`src/rtl/alu_pkg.sv`:
```
// Shared types and helpers for the serial ALU link: operation codes, frame word
// layout constants and the CRC4 used in the CTL word.
package alu_pkg;

    typedef enum logic [2:0] {
        AND_op   = 3'b000,
        OR_op    = 3'b001,
        ERROR_op = 3'b010,
        ADD_op   = 3'b100,
        SUB_op   = 3'b101,
        RST_op   = 3'b110
    } operation_t;

    typedef enum logic [1:0] {
        IDLE,
        DATA,
        CTL,
        FIN
    } tx_state_t;

    localparam int   WORD_BITS    = 11;
    localparam logic TYPE_DATA    = 1'b0;
    localparam logic TYPE_CTL     = 1'b1;
    localparam int   N_DATA_WORDS = 8;

    // x^4+x+1, init 0, MSB first over {B, A, 1'b1, op}.
    function automatic bit [3:0] crc4(input bit [67:0] d);
        bit [3:0] c;
        bit       fb;
        c = 4'h0;
        for (int i = 67; i >= 0; i--) begin
            fb = d[i] ^ c[3];
            c  = {c[2:0], 1'b0} ^ (fb ? 4'h3 : 4'h0);
        end
        return c;
    endfunction

    function automatic logic [WORD_BITS-1:0] make_word(input logic typ, input logic [7:0] payload);
        return {1'b0, typ, payload, 1'b1};
    endfunction

endpackage

```
`src/rtl/alu_tx_shifter.sv`:
```
// Word shift register with baud timing: loads an 11-bit word, presents its MSB on
// sout and shifts in idle '1's every BIT_CYCLES clocks while running.
module alu_tx_shifter
    import alu_pkg::*;
#(
    parameter int BIT_CYCLES = 1
) (
    input  logic                 clk,
    input  logic                 rst,
    input  logic                 load,
    input  logic                 run,
    input  logic [WORD_BITS-1:0] word,
    output logic                 sout,
    output logic                 shift
);

    localparam int             BW       = (BIT_CYCLES > 1) ? $clog2(BIT_CYCLES) : 1;
    localparam logic [BW-1:0]  BAUD_MAX = BW'(BIT_CYCLES - 1);

    logic [BW-1:0]        baud_cnt;
    logic [WORD_BITS-1:0] sreg;

    assign shift = run && (baud_cnt == BAUD_MAX);
    assign sout  = sreg[WORD_BITS-1];

    // NOTE: sequential state uses <= so every flop samples pre-edge values.
    always_ff @(posedge clk or posedge rst) begin
        if (rst) begin
            baud_cnt <= '0;
            sreg     <= '1;
        end else if (load) begin
            baud_cnt <= '0;
            sreg     <= word;
        end else if (run) begin
            if (shift) begin
                baud_cnt <= '0;
                sreg     <= {sreg[WORD_BITS-2:0], 1'b1};
            end else begin
                baud_cnt <= baud_cnt + BW'(1);
            end
        end
    end

endmodule

```
`src/rtl/alu_frame_tx.sv`:
```
// Serial frame transmitter: sends 8 DATA words (B then A, MSB byte first) and one
// CTL word carrying op and CRC4, then pulses done.
module alu_frame_tx
    import alu_pkg::*;
#(
    parameter int BIT_CYCLES = 1,
    parameter int GAP_BITS   = 0
) (
    input  logic        clk,
    input  logic        rst,
    input  logic        start,
    output logic        ready,
    input  logic [31:0] A,
    input  logic [31:0] B,
    input  operation_t  op,
    input  logic        inject_crc,
    output logic        sout,
    output logic        done,
    output logic        req_err
);

    localparam int             LAST_BIT   = WORD_BITS - 1 + GAP_BITS;
    localparam int             CW         = $clog2(LAST_BIT + 1);
    localparam logic [CW-1:0]  LAST_BIT_C = CW'(LAST_BIT);
    localparam logic [2:0]     LAST_WORD  = 3'(N_DATA_WORDS - 1);

    tx_state_t state, state_next;

    logic [2:0]           word_cnt;
    logic [CW-1:0]        bit_cnt;
    logic                 pend;
    logic [63:0]          data_q;
    logic [7:0]           ctl_q;
    logic                 rej_q;

    logic                 accept;
    logic                 reject;
    logic                 bit_end;
    logic                 word_end;
    logic                 load;
    logic                 run;
    logic [2:0]           sel;
    logic [7:0]           data_byte;
    logic [WORD_BITS-1:0] load_word;

    assign ready     = (state == IDLE) || (state == FIN);
    assign done      = (state == FIN);
    assign accept    = ready && start && (op != RST_op);
    assign reject    = ready && start && (op == RST_op);
    assign word_end  = bit_end && (bit_cnt == LAST_BIT_C);

    // The first word of a frame loads one cycle after accept; later ones at the end of the previous slot.
    assign sel       = pend ? word_cnt : word_cnt + 3'd1;
    assign data_byte = data_q[{3'd7 - sel, 3'b000} +: 8];

    always_ff @(posedge clk or posedge rst) begin
        if (rst) state <= IDLE;
        else     state <= state_next;
    end

    // NOTE: every signal written here gets a default first so no latch is inferred.
    always_comb begin
        state_next = state;
        load       = 1'b0;
        run        = 1'b0;
        load_word  = make_word(TYPE_CTL, ctl_q);
        case (state)
            IDLE: ;
            DATA: begin
                if (pend || word_cnt != LAST_WORD) load_word = make_word(TYPE_DATA, data_byte);
                if (pend) begin
                    load = 1'b1;
                end else begin
                    run = 1'b1;
                    if (word_end) begin
                        load = 1'b1;
                        if (word_cnt == LAST_WORD) state_next = CTL;
                    end
                end
            end
            CTL: begin
                run = 1'b1;
                if (word_end) state_next = FIN;
            end
            FIN:     state_next = IDLE;
            default: state_next = IDLE;
        endcase
        if (accept) state_next = DATA;
    end

    always_ff @(posedge clk or posedge rst) begin
        if (rst) begin
            word_cnt <= '0;
            bit_cnt  <= '0;
            pend     <= 1'b0;
            data_q   <= '0;
            ctl_q    <= '0;
            rej_q    <= 1'b0;
            req_err  <= 1'b0;
        end else begin
            pend    <= accept;
            rej_q   <= reject;
            req_err <= rej_q;
            if (accept) begin
                data_q   <= {B, A};
                ctl_q    <= {1'b0, op, crc4({B, A, 1'b1, op}) ^ {3'b000, inject_crc}};
                word_cnt <= '0;
            end else if (state == DATA && word_end) begin
                word_cnt <= word_cnt + 3'd1;
            end
            if (load || word_end) bit_cnt <= '0;
            else if (bit_end)     bit_cnt <= bit_cnt + CW'(1);
        end
    end

    alu_tx_shifter #(
        .BIT_CYCLES(BIT_CYCLES)
    ) u_shifter (
        .clk  (clk),
        .rst  (rst),
        .load (load),
        .run  (run),
        .word (load_word),
        .sout (sout),
        .shift(bit_end)
    );

endmodule

```
`config.mk`:
```
export PLATFORM = sky130hd
export DESIGN_NAME = alu_frame_tx
export DESIGN_NICKNAME = d
export VERILOG_FILES = /design/src/rtl/alu_pkg.sv /design/src/rtl/alu_tx_shifter.sv /design/src/rtl/alu_frame_tx.sv
export SDC_FILE = /design/constraint.sdc
export NUM_CORES = 1
export LEC_CHECK = 0
export CORE_UTILIZATION = 40
export DETAILED_ROUTE_END_ITERATION = 16
export GPL_TIMING_DRIVEN = 0
export PLACE_DENSITY = 0.75
export SETUP_SLACK_MARGIN = 0.5
export SLEW_MARGIN = 25
export SYNTH_ARGS = -nofsm -noshare
export SYNTH_HDL_FRONTEND = slang
export SYNTH_HIERARCHICAL = 1
export SYNTH_SLANG_ARGS = --single-unit
```
`constraint.sdc`:
```
create_clock -name clk -period 3.09 [get_ports clk]
set_clock_uncertainty 0.05 [all_clocks]
set_input_delay 0.927 -clock clk [delete_from_list [all_inputs] [get_ports clk]]
set_output_delay 0.927 -clock clk [all_outputs]
set_load 0.005 [all_outputs]
```
# ---- Word-level counts from Yosys, hierarchy flattened
# Index checks and enable logic that the tools add are counted.
dict set report classes {
  add_sub_neg 4
  mul 0
  div_mod_pow 0
  order_cmp 0
  eq_ne 12
  shifts 1
  mux 92
  n_bitwise 135
  reduce_logical 17
}
# operator count
set ops {}
lappend ops {{$xor A4 B2 Y4} 66}
lappend ops {{$mux W2} 73}
lappend ops {{$shiftx A64 B7 Y8} 1}
lappend ops {{$xor A1 B1 Y1} 64}
lappend ops {{$mux W11} 3}
lappend ops {{$mux W10} 2}
lappend ops {{$ne A3 B3 Y1 const B} 6}
lappend ops {{$mux W3} 3}
lappend ops {{$mux W4} 2}
lappend ops {{$reduce_bool A2 Y1} 4}
lappend ops {{$mux W1} 7}
lappend ops {{$eq A3 B3 Y1 const B} 2}
lappend ops {{$logic_and A1 B1 Y1} 6}
lappend ops {{$pmux W2 S3} 1}
lappend ops {{$reduce_and A5 Y1} 1}
lappend ops {{$add A4 B1 Y4 const B} 1}
lappend ops {{$eq A2 B2 Y1 const B} 2}
lappend ops {{$eq A4 B4 Y1 const B} 1}
lappend ops {{$reduce_bool A4 Y1} 1}
lappend ops {{$xor A4 B1 Y4} 1}
lappend ops {{$add A3 B1 Y3 const B} 1}
lappend ops {{$logic_or A1 B1 Y1} 3}
lappend ops {{$sub A3 B3 Y3 const A} 1}
lappend ops {{$xor A3 B2 Y3} 1}
lappend ops {{other kinds (7)} 8}
dict set report word_totals {
  ff_bits 95
  latchBits 0
  ramBits 0
  mem_bits_ro 0
  in_bits 71
  output_inout_bits 4
  word_cells 271
  mem_count 0
}

# ---- Depth between registers and ports, before layout
dict set report depth {
  ltp_word 199
  mapped_depth 15
  ltp_nobuf 11
}

# ---- By module
# The synthesis kept the hierarchy.
# module n_inst cells_each area_per_inst_um2 seq_area_each_um2
set by_module_without_submodules {}
lappend by_module_without_submodules {alu_frame_tx 1 486 4890.9 2077.0}
lappend by_module_without_submodules {alu_tx_shifter 1 55 674.4 314.1}

# ---- Worst setup path after synthesis
# No wires, ideal clock.
dict set report synth_path {
  path_type {input to register}
  from {input B[30]}
  to {register ctl_q[2]}
  setup_ns 0.076
  arrival_ns 2.891
  t_required_ns 2.964
  setup_slack_ns 0.072
  path_stages 7
  path_buffers 0
  cell_sequence {xnor2_1 -> xnor3_1 -> xnor3_2 -> xnor2_4 -> xor2_2 -> xnor3_1 -> o21ai_1}
}
dict set report synth_via {
  elab_chain_cells 112
  elab_cells_between_ends 192
  cone_classes {mux (62); bitwise (130)}
}
# element line_no
set synth_rtl {}
lappend synth_rtl {{start: declaration} alu_frame_tx.sv:14} ;# input logic [31:0] B,
lappend synth_rtl {{$xor A1 B1 Y1 (*)} alu_pkg.sv:32} ;# fb = d[i] ^ c[3];
lappend synth_rtl {{$mux W2 (*)} alu_pkg.sv:33} ;# c = {c[2:0], 1'b0} ^ (fb ? 4'h3 : 4'h0);
lappend synth_rtl {{$xor A3 B2 Y3 (*)} alu_pkg.sv:33}
lappend synth_rtl {{$xor A4 B2 Y4 (*) (2 in series)} alu_pkg.sv:33}
lappend synth_rtl {{$xor A1 B1 Y1 or $xor A4 B2 Y4 (tied branches)} {alu_pkg.sv:32, alu_pkg.sv:33}}
lappend synth_rtl {{$mux W2 or $xor A1 B1 Y1 (tied branches)} {alu_pkg.sv:33, alu_pkg.sv:32}}
lappend synth_rtl {{$xor A4 B2 Y4 (*) (3 in series)} alu_pkg.sv:33}
lappend synth_rtl {{$xor A1 B1 Y1 or $xor A4 B2 Y4 (tied branches)} {alu_pkg.sv:32, alu_pkg.sv:33}}
lappend synth_rtl {{[86 not listed]} --}
lappend synth_rtl {{$xor A4 B2 Y4 (*) (3 in series)} alu_pkg.sv:33}
lappend synth_rtl {{$xor A1 B1 Y1 or $xor A4 B2 Y4 (tied branches)} {alu_pkg.sv:32, alu_pkg.sv:33}}
lappend synth_rtl {{$mux W2 (tied with other cells)} alu_pkg.sv:33}
lappend synth_rtl {{$xor A4 B2 Y4 (*) (4 in series)} alu_pkg.sv:33}
lappend synth_rtl {{$xor A1 B1 Y1 or $xor A4 B2 Y4 (tied branches)} {alu_pkg.sv:32, alu_pkg.sv:33}}
lappend synth_rtl {{$mux W2 or $xor A1 B1 Y1 (tied branches)} {alu_pkg.sv:33, alu_pkg.sv:32}}
lappend synth_rtl {{$xor A4 B2 Y4 (*) (3 in series)} alu_pkg.sv:33}
lappend synth_rtl {{$xor A4 B1 Y4 (*)} alu_frame_tx.sv:106} ;# ctl_q <= {1'b0, op, crc4({B, A, 1'b1, op}) ^ {3'b000, inject_crc}};
lappend synth_rtl {{end signal: assignment} alu_frame_tx.sv:106}
lappend synth_rtl {{end: declaration} alu_frame_tx.sv:33} ;# logic [7:0] ctl_q;
# Mark *: on every way between the ends. The rest lies on a longest branch, timed or not.
# A chain may end at the register's enable or synchronous reset.

# ---- Worst setup path in the final report
dict set report layout_path {
  from {input B[25]}
  to {register ctl_q[0]}
}
dict set report layout_via {
  elab_chain_cells 105
  elab_cells_between_ends 174
  cone_classes {mux (56); bitwise (118)}
}
# element line_no
set layout_rtl {}
lappend layout_rtl {{$xor A1 B1 Y1 (*)} alu_pkg.sv:32}
lappend layout_rtl {{$mux W2 (*)} alu_pkg.sv:33}
lappend layout_rtl {{$xor A4 B2 Y4 (*) (3 in series)} alu_pkg.sv:33}
lappend layout_rtl {{$xor A1 B1 Y1} alu_pkg.sv:32}
lappend layout_rtl {{$mux W2} alu_pkg.sv:33}
lappend layout_rtl {{$xor A4 B2 Y4 (*) (3 in series)} alu_pkg.sv:33}
lappend layout_rtl {{$xor A1 B1 Y1} alu_pkg.sv:32}
lappend layout_rtl {{$mux W2} alu_pkg.sv:33}
lappend layout_rtl {{[80 not listed]} --}
lappend layout_rtl {{$xor A4 B2 Y4 (*) (3 in series)} alu_pkg.sv:33}
lappend layout_rtl {{$xor A1 B1 Y1} alu_pkg.sv:32}
lappend layout_rtl {{$mux W2} alu_pkg.sv:33}
lappend layout_rtl {{$xor A4 B2 Y4 (*) (4 in series)} alu_pkg.sv:33}
lappend layout_rtl {{$xor A1 B1 Y1 (*)} alu_pkg.sv:32}
lappend layout_rtl {{$mux W2 (*)} alu_pkg.sv:33}
lappend layout_rtl {{$xor A4 B2 Y4 (*)} alu_pkg.sv:33}
lappend layout_rtl {{$xor A4 B1 Y4 (*)} alu_frame_tx.sv:106}
# Marked as above.

==> results.md <==
- Critical path cell sequence: dlygate4sd2_1 > xor2_2 > xnor3_2 > xnor2_2 > xor3_2 > xnor2_2 > xnor3_1 > o21ai_1
- Row Count: 42
- Most used DFF post-synth: dfrtp_1
- Worst skew pair latency: between 0.3 and 0.4 ns
- Syn nets: 619
- Worst-Margin Slew: 0.6751 ns
- CTS Buf Count: 9
- Clk Tree Root Cell: clkbuf_16
- Post-Syn Area per Cell: around 10 µm²
- Status: completed
- Yosys top cell by area: dfrtp_1
- Cells after synthesis: between 500 and 600
- Synth top area share: a little under two fifths
- Area delta synth->final: 38.24%
- Post-layout min period: 2.988 ns
- Hold Buf Count CTS: 0
- Total die area: between 10000 and 15000 µm²
- Peak Freq: ~0.33 GHz
- EDFF count, synth: 0
- Fin Setup TNS: 0 ns
- Hold path startpoint: rej_q
- Initial core utilization: 41.53%
- Seq/Total Area, Yosys: 42.96%
- Final setup viols: 0
- Required time worst endpoint: 3.32 ns
- Dpl cell area: 6653 µm²
- Port buffer count: 74
- H-tree depth: 3
- CP arrival: 3.21 ns
- HP Class: flop to flop
- Period utilization: 96.70%
- Final Instance Area: 7694 µm²
- Most frequent CP cell: xnor2_2
- Synthesized cell area: 5565 µm²
- HPWL after DPL: 11510 µm
- Leak Pwr: 3.790 nW
- Pwr/cell area: 1013 nW/µm²
- TritonCTS clock tree: built
- Pin count of the biggest net entering global routing: 34
- Ys async rst share: 100.0%
- Yosys warnings: 6
- Slew headroom: 55.00%
- Core Region: 13400 µm²
- CP max FO: 2
- DR DRC count: 0
- # IOs: 75
- WL/cell: 19.29 µm
- Final Non-Filler Cells: roughly 850
- Chip width: about 120 µm
- WP buf/inv: 1
- CP max stage cell: xnor3_2
- Initial antenna violation count: 0
- Vias in the first global route: 4581
- Reg2reg start: state[1]
- Share of layout cells above drive strength 1: between 20% and 30%
- Slowest Stage Delay on Critical Path: 0.49 ns
- Antenna-violating nets left: 0
- Number of nets in the layout: 745
- Worst ir drop on vdd: 0.5846 mV
- CTS sink count: 95
- TritonRoute pass-1 iters: 5
- Gpl congestion: 0.8708
- Critical Path Sink Type: flop
- Global-route usage over all layers: 23.37%
- First-pass GRT wire length: 25010 µm
- Placed Cells: 793
- DR iter-0 viols: roughly 360
- DR vias: between 4000 and 5000
- Max_cap viols: 0
- Antenna Diode Count: 0
- Worst setup SP type: input pin
- Delay-heaviest family, CP: XOR/XNOR gates
- Vias per cell: about 5.3
- Worst setup path startpoint: B[25]
- Total grt overflow: 0
- WS Path Type: input pin to flop
- CTS Buffer Depth: 2
- Final wirelength: 16360 µm
- Synthesized flop and latch total: between 90 and 100
- Die height: about 120 µm
- Hold Vio Cnt, Final: 0
- Clock transition at path regs: 0.07 ns
- WHS: 0.3039 ns
- Design Power: 7.792 mW
- Max-slew violation count: 0
- Distinct cell type count after synthesis: 40
- Area contributors post-synth: dfrtp_1 (38%), nand2_1 (14%), xnor2_1 (7.2%), xnor3_1 (6.9%), mux4_2 (6.5%)
- RSZ-0062 raised after global routing: true
[kinds of logic (layout without fill, tap and decap cells)]
family,after synthesis,count (layout),synth area share (%)
other,2,2,0.1349
buffers and inverters,38,169,3.102
multiplexers,28,28,8.633
XOR/XNOR,88,88,20.21
AO/OA/AOI/OAI,35,35,4.451
flip-flops,95,95,42.96
adder cells (fa/ha/maj),7,7,1.574
AND/OR/NAND/NOR,248,248,18.93
[per-layer routing]
layer	vias to the layer above	part of all wire, %	GRT usage, %
met5	-	0	0
met4	0	3.9	10.08
met3	40	5.8	4.420
met2	179	49	37.86
met1	2268	41	30.60
li1	2019	-	-
[layout make-up]
class / instances / area, µm²
clock buffers: 9 / 225.2
clock inverters: 7 / 46.29
inverters: 11 / 48.80
repair buffers: 115 / 1069
well taps: 176 / 220.2
multi-input cells: 408 / 3508
plain buffers: 27 / 181.4
flip-flops and latches: 95 / 2395
fillers: 1094 / 5707
[path summary, 6_finish.rpt]
kind | depth (start not counted) | end | slack [ns]
max reg2reg | 14 | u_shifter/sreg[8] | 0.56
min in group asynchronous | 2 | u_shifter/baud_cnt | 0.94
max in group asynchronous | 3 | data_q[50] | 1.49
min | 0 | req_err | 0.30
max | 8 | ctl_q[0] | 0.10
min reg2reg | 0 | req_err | 0.30
[where the power goes]
| part | internal (mW) | switching [mW] | leakage, nW |
|---|---|---|---|
| combinational | 2.40 | 2.19 | 2.49 |
| sequential | 1.84 | 0.319 | 1.16 |
| clock | 0.547 | 0.494 | 0.140 |
[sequential cells by signal, summed over array words and instances, names as in the netlist]
signal	cells
req_err	1
u_shifter/baud_cnt	1
data_q	64
bit_cnt	4
state	2
pend	1
u_shifter/sreg	11
rej_q	1
word_cnt	3
ctl_q	7
[stage by stage]
step | utilization [%] | worst slack (ns)
after floorplan | - | 0.1518
after global placement | 49.32 | -0.6028
after detailed placement | 49.65 | -0.7023
after CTS | 54.86 | 0.1334
after global routing | 57.41 | 0.06718
final | 57.41 | 0.1020
[worst reg2reg max path, cell delays in order (launching register included)]
cell,delay (ns)
dfrtp_2,0.42
inv_2,0.06
ha_4,0.16
buf_8,0.12
a21oi_2,0.13
nor2_2,0.07
nand2b_1,0.10
buf_6,0.12
clkinvlp_4,0.07
and4b_1,0.22
buf_6,0.14
o21a_4,0.22
buf_6,0.14
buf_8,0.12
a221o_1,0.33
[synthesized netlist by cell type (2+ instances only)]
cell type  instances
xnor3_1           17
o21ai_0            9
ha_1               7
nand2_1          209
nand3_1            3
a221o_1           10
nor2b_1           11
o21ai_1            4
xnor3_2            3
xor2_1            16
mux4_2            16
nor4bb_1           6
inv_1             10
conb_1             2
buf_2              3
o21a_1             2
dfrtp_1           84
xnor2_2            2
clkbuf_1          20
buf_6              3
xnor2_4            2
dfstp_2           11
and4bb_1           4
a21oi_1            5
nor2_1            10
o22a_1             2
xnor2_1           46
mux2i_1           12
[what timing repair did]
| item | CTS | global route |
|---|---|---|
| endpoints found under the setup margin | 79 | 79 |
| buffers inserted | 20 | 17 |
| resized for setup | 135 | 80 |
| pin swaps | 54 | 39 |
| gates cloned | 0 | 2 |
[cells in the final DEF, fill, tap and decap left out, types with 6 or more instances in the layout]
master / netlist / layout
mux2i_1: 12 / 7
xnor2_2: 2 / 24
o21ai_1: 4 / 6
dlygate4sd2_1: 0 / 20
nand2_1: 209 / 209
clkbuf_1: 20 / 10
o21ai_0: 9 / 7
clkbuf_16: 0 / 10
xor2_1: 16 / 7
a221o_1: 10 / 10
dfrtp_1: 84 / 81
xnor3_2: 3 / 9
buf_6: 3 / 11
xnor2_1: 46 / 19
xnor3_1: 17 / 11
nor2_1: 10 / 9
clkbuf_2: 0 / 9
inv_1: 10 / 6
mux4_2: 16 / 16
nor2b_1: 11 / 11
xnor2_4: 2 / 7
dfstp_2: 11 / 11
buf_4: 1 / 34
clkdlybuf4s50_1: 0 / 29
buf_2: 3 / 8
Note: power is estimated with default switching activity, not from simulation.
==> edit, RTL diff (same settings) <==
Remove the register `req_err`: a continuous assignment takes its place, so the output `req_err` follows one clock earlier.
--- a/src/rtl/alu_frame_tx.sv
+++ b/src/rtl/alu_frame_tx.sv
@@ -97,9 +97,7 @@
             ctl_q    <= '0;
             rej_q    <= 1'b0;
-            req_err  <= 1'b0;
         end else begin
             pend    <= accept;
             rej_q   <= reject;
-            req_err <= rej_q;
             if (accept) begin
                 data_q   <= {B, A};
@@ -113,4 +111,6 @@
         end
     end
+
+    assign req_err = rej_q;
 
     alu_tx_shifter #(
Formal check against the unedited RTL: not equivalent (Yosys sat finds a counterexample within 4 cycles, from zero or initial values and one cycle with rst high).
==> edit against the original RTL <==
- non-clock buffer count is 8 higher
- critical path type unchanged
- final area is 1.1% higher
- synthesized area is 0.45% lower
- sequential cell count is 1 lower
- power is 0.41% higher
- largest cell class unchanged
- highest routed layer unchanged
- wire length is 1.7% higher
- worst setup slack worse by 0.0090 ns
==> edit: results (changes against the original RTL) <==
worst_setup_path:
  slowest_delay_ns: 0.43  # was 0.49 ns
  crit_fanout: 3  # was 2
  crit_start: "B[28]"  # was B[25]
  r2r_cells: 16  # was 14
  cp.arrival_ns: 3.23  # was 3.21 ns
status:
  outcome: "completed"  # unchanged
placed_design:
  dp_hpwl_um: 11400  # was 11,500 um
drt:
  drtPass1Iterations: 6  # was 5
  drt_iter0_markers: 361  # was 364
  drt-vias-per-instance: 5.34  # was 5.31
  met2_length_um: 8460  # was 8030 um
  dr_wl_met3_um: 1120  # was 942 um
finish:
  clkbuf_count: 11  # was 9
  nets: 752  # was 745
  seq_share: 0.304  # was 0.311
  buf_share: 0.168  # was 0.162
  multi_input_area_um2: 3540  # was 3510 um^2
  n_all_buffers: 150  # was 142
  final_cell_area_um2: 7780  # was 7690 um^2
  drive_above_1_share: 0.292  # was 0.286
  clockNetworkAreaShare: 0.0376  # was 0.0353
grt:
  grt_pass1_vias: 4620  # was 4,581
  grt_pass1_wl_um: 25400  # was 25,000 um
  met3_usage: 0.0556  # was 0.0442
  use_met2: 0.403  # was 0.379
  grt_max_degree: 33  # was 34
worst_hold_path:
  holdCritStartpoint: "data_q[24]"  # was rej_q
  min_path_cells: 2  # was 0
  hold_path_end: "data_q[24]"  # was req_err
clock_network:
  insertion_delay_ns: 0.36  # was 0.34 ns
synthesis:
  yosys.area_share.xor_xnor: 0.203  # was 0.202
  synthMuxAreaShare: 0.0867  # was 0.0863
  synthTopCellsByCount: "nand2_1, dfrtp_1, xnor2_1"  # unchanged
  synth.area.top_cells: "dfrtp_1, nand2_1, xnor2_1"  # unchanged
  synthAdderAreaFrac: 0.0158  # was 0.0157
  synth_fp_nets: 618  # was 619
power_and_ir_drop:
  irDropWorstVdd_v: 0.000587  # was 0.000585 V
  power.switching_uw: 2970  # was 3000 uW
  sequentialPowerShare: 0.273  # was 0.277
  leakagePower_uw: 0.00383  # was 0.00379 uW
timing:
  hold_slack_ns: 0.423  # was 0.304 ns
## edit: worst reg2reg max path, delay by kind of cell (launching register included)
kind	cells	cell delay, ns
DFF	1	0.36
buffers and inverters	7	0.71
AOI/OAI and AO/OA	3	0.50
muxes	1	0.30
and+or+nand+nor	4	0.47
adders and majority gates	1	0.14
## edit: what timing repair did
item                                    CTS  global route
gates cloned                              0             2
setup buffers                            22            23
resized for setup                       113            80
pin swaps                                48            41
endpoints found under the setup margin   35            71
## edit: through the flow
| step | worst slack [ns] | TNS, ns | utilization | instances |
|---|---|---|---|---|
| 5_1_grt | 0.0472 | 0 | 0.580 | 855 |
| 3_5_place_dp | -0.667 | -2.70 | 0.495 | 792 |
| 3_3_place_gp | -0.601 | -2.38 | 0.491 | 790 |
| 2_1_floorplan | 0.152 | 0 | - | 540 |
| 6_report | 0.0929 | 0 | 0.580 | 855 |
| 4_1_cts | 0.128 | 0 | 0.547 | 830 |
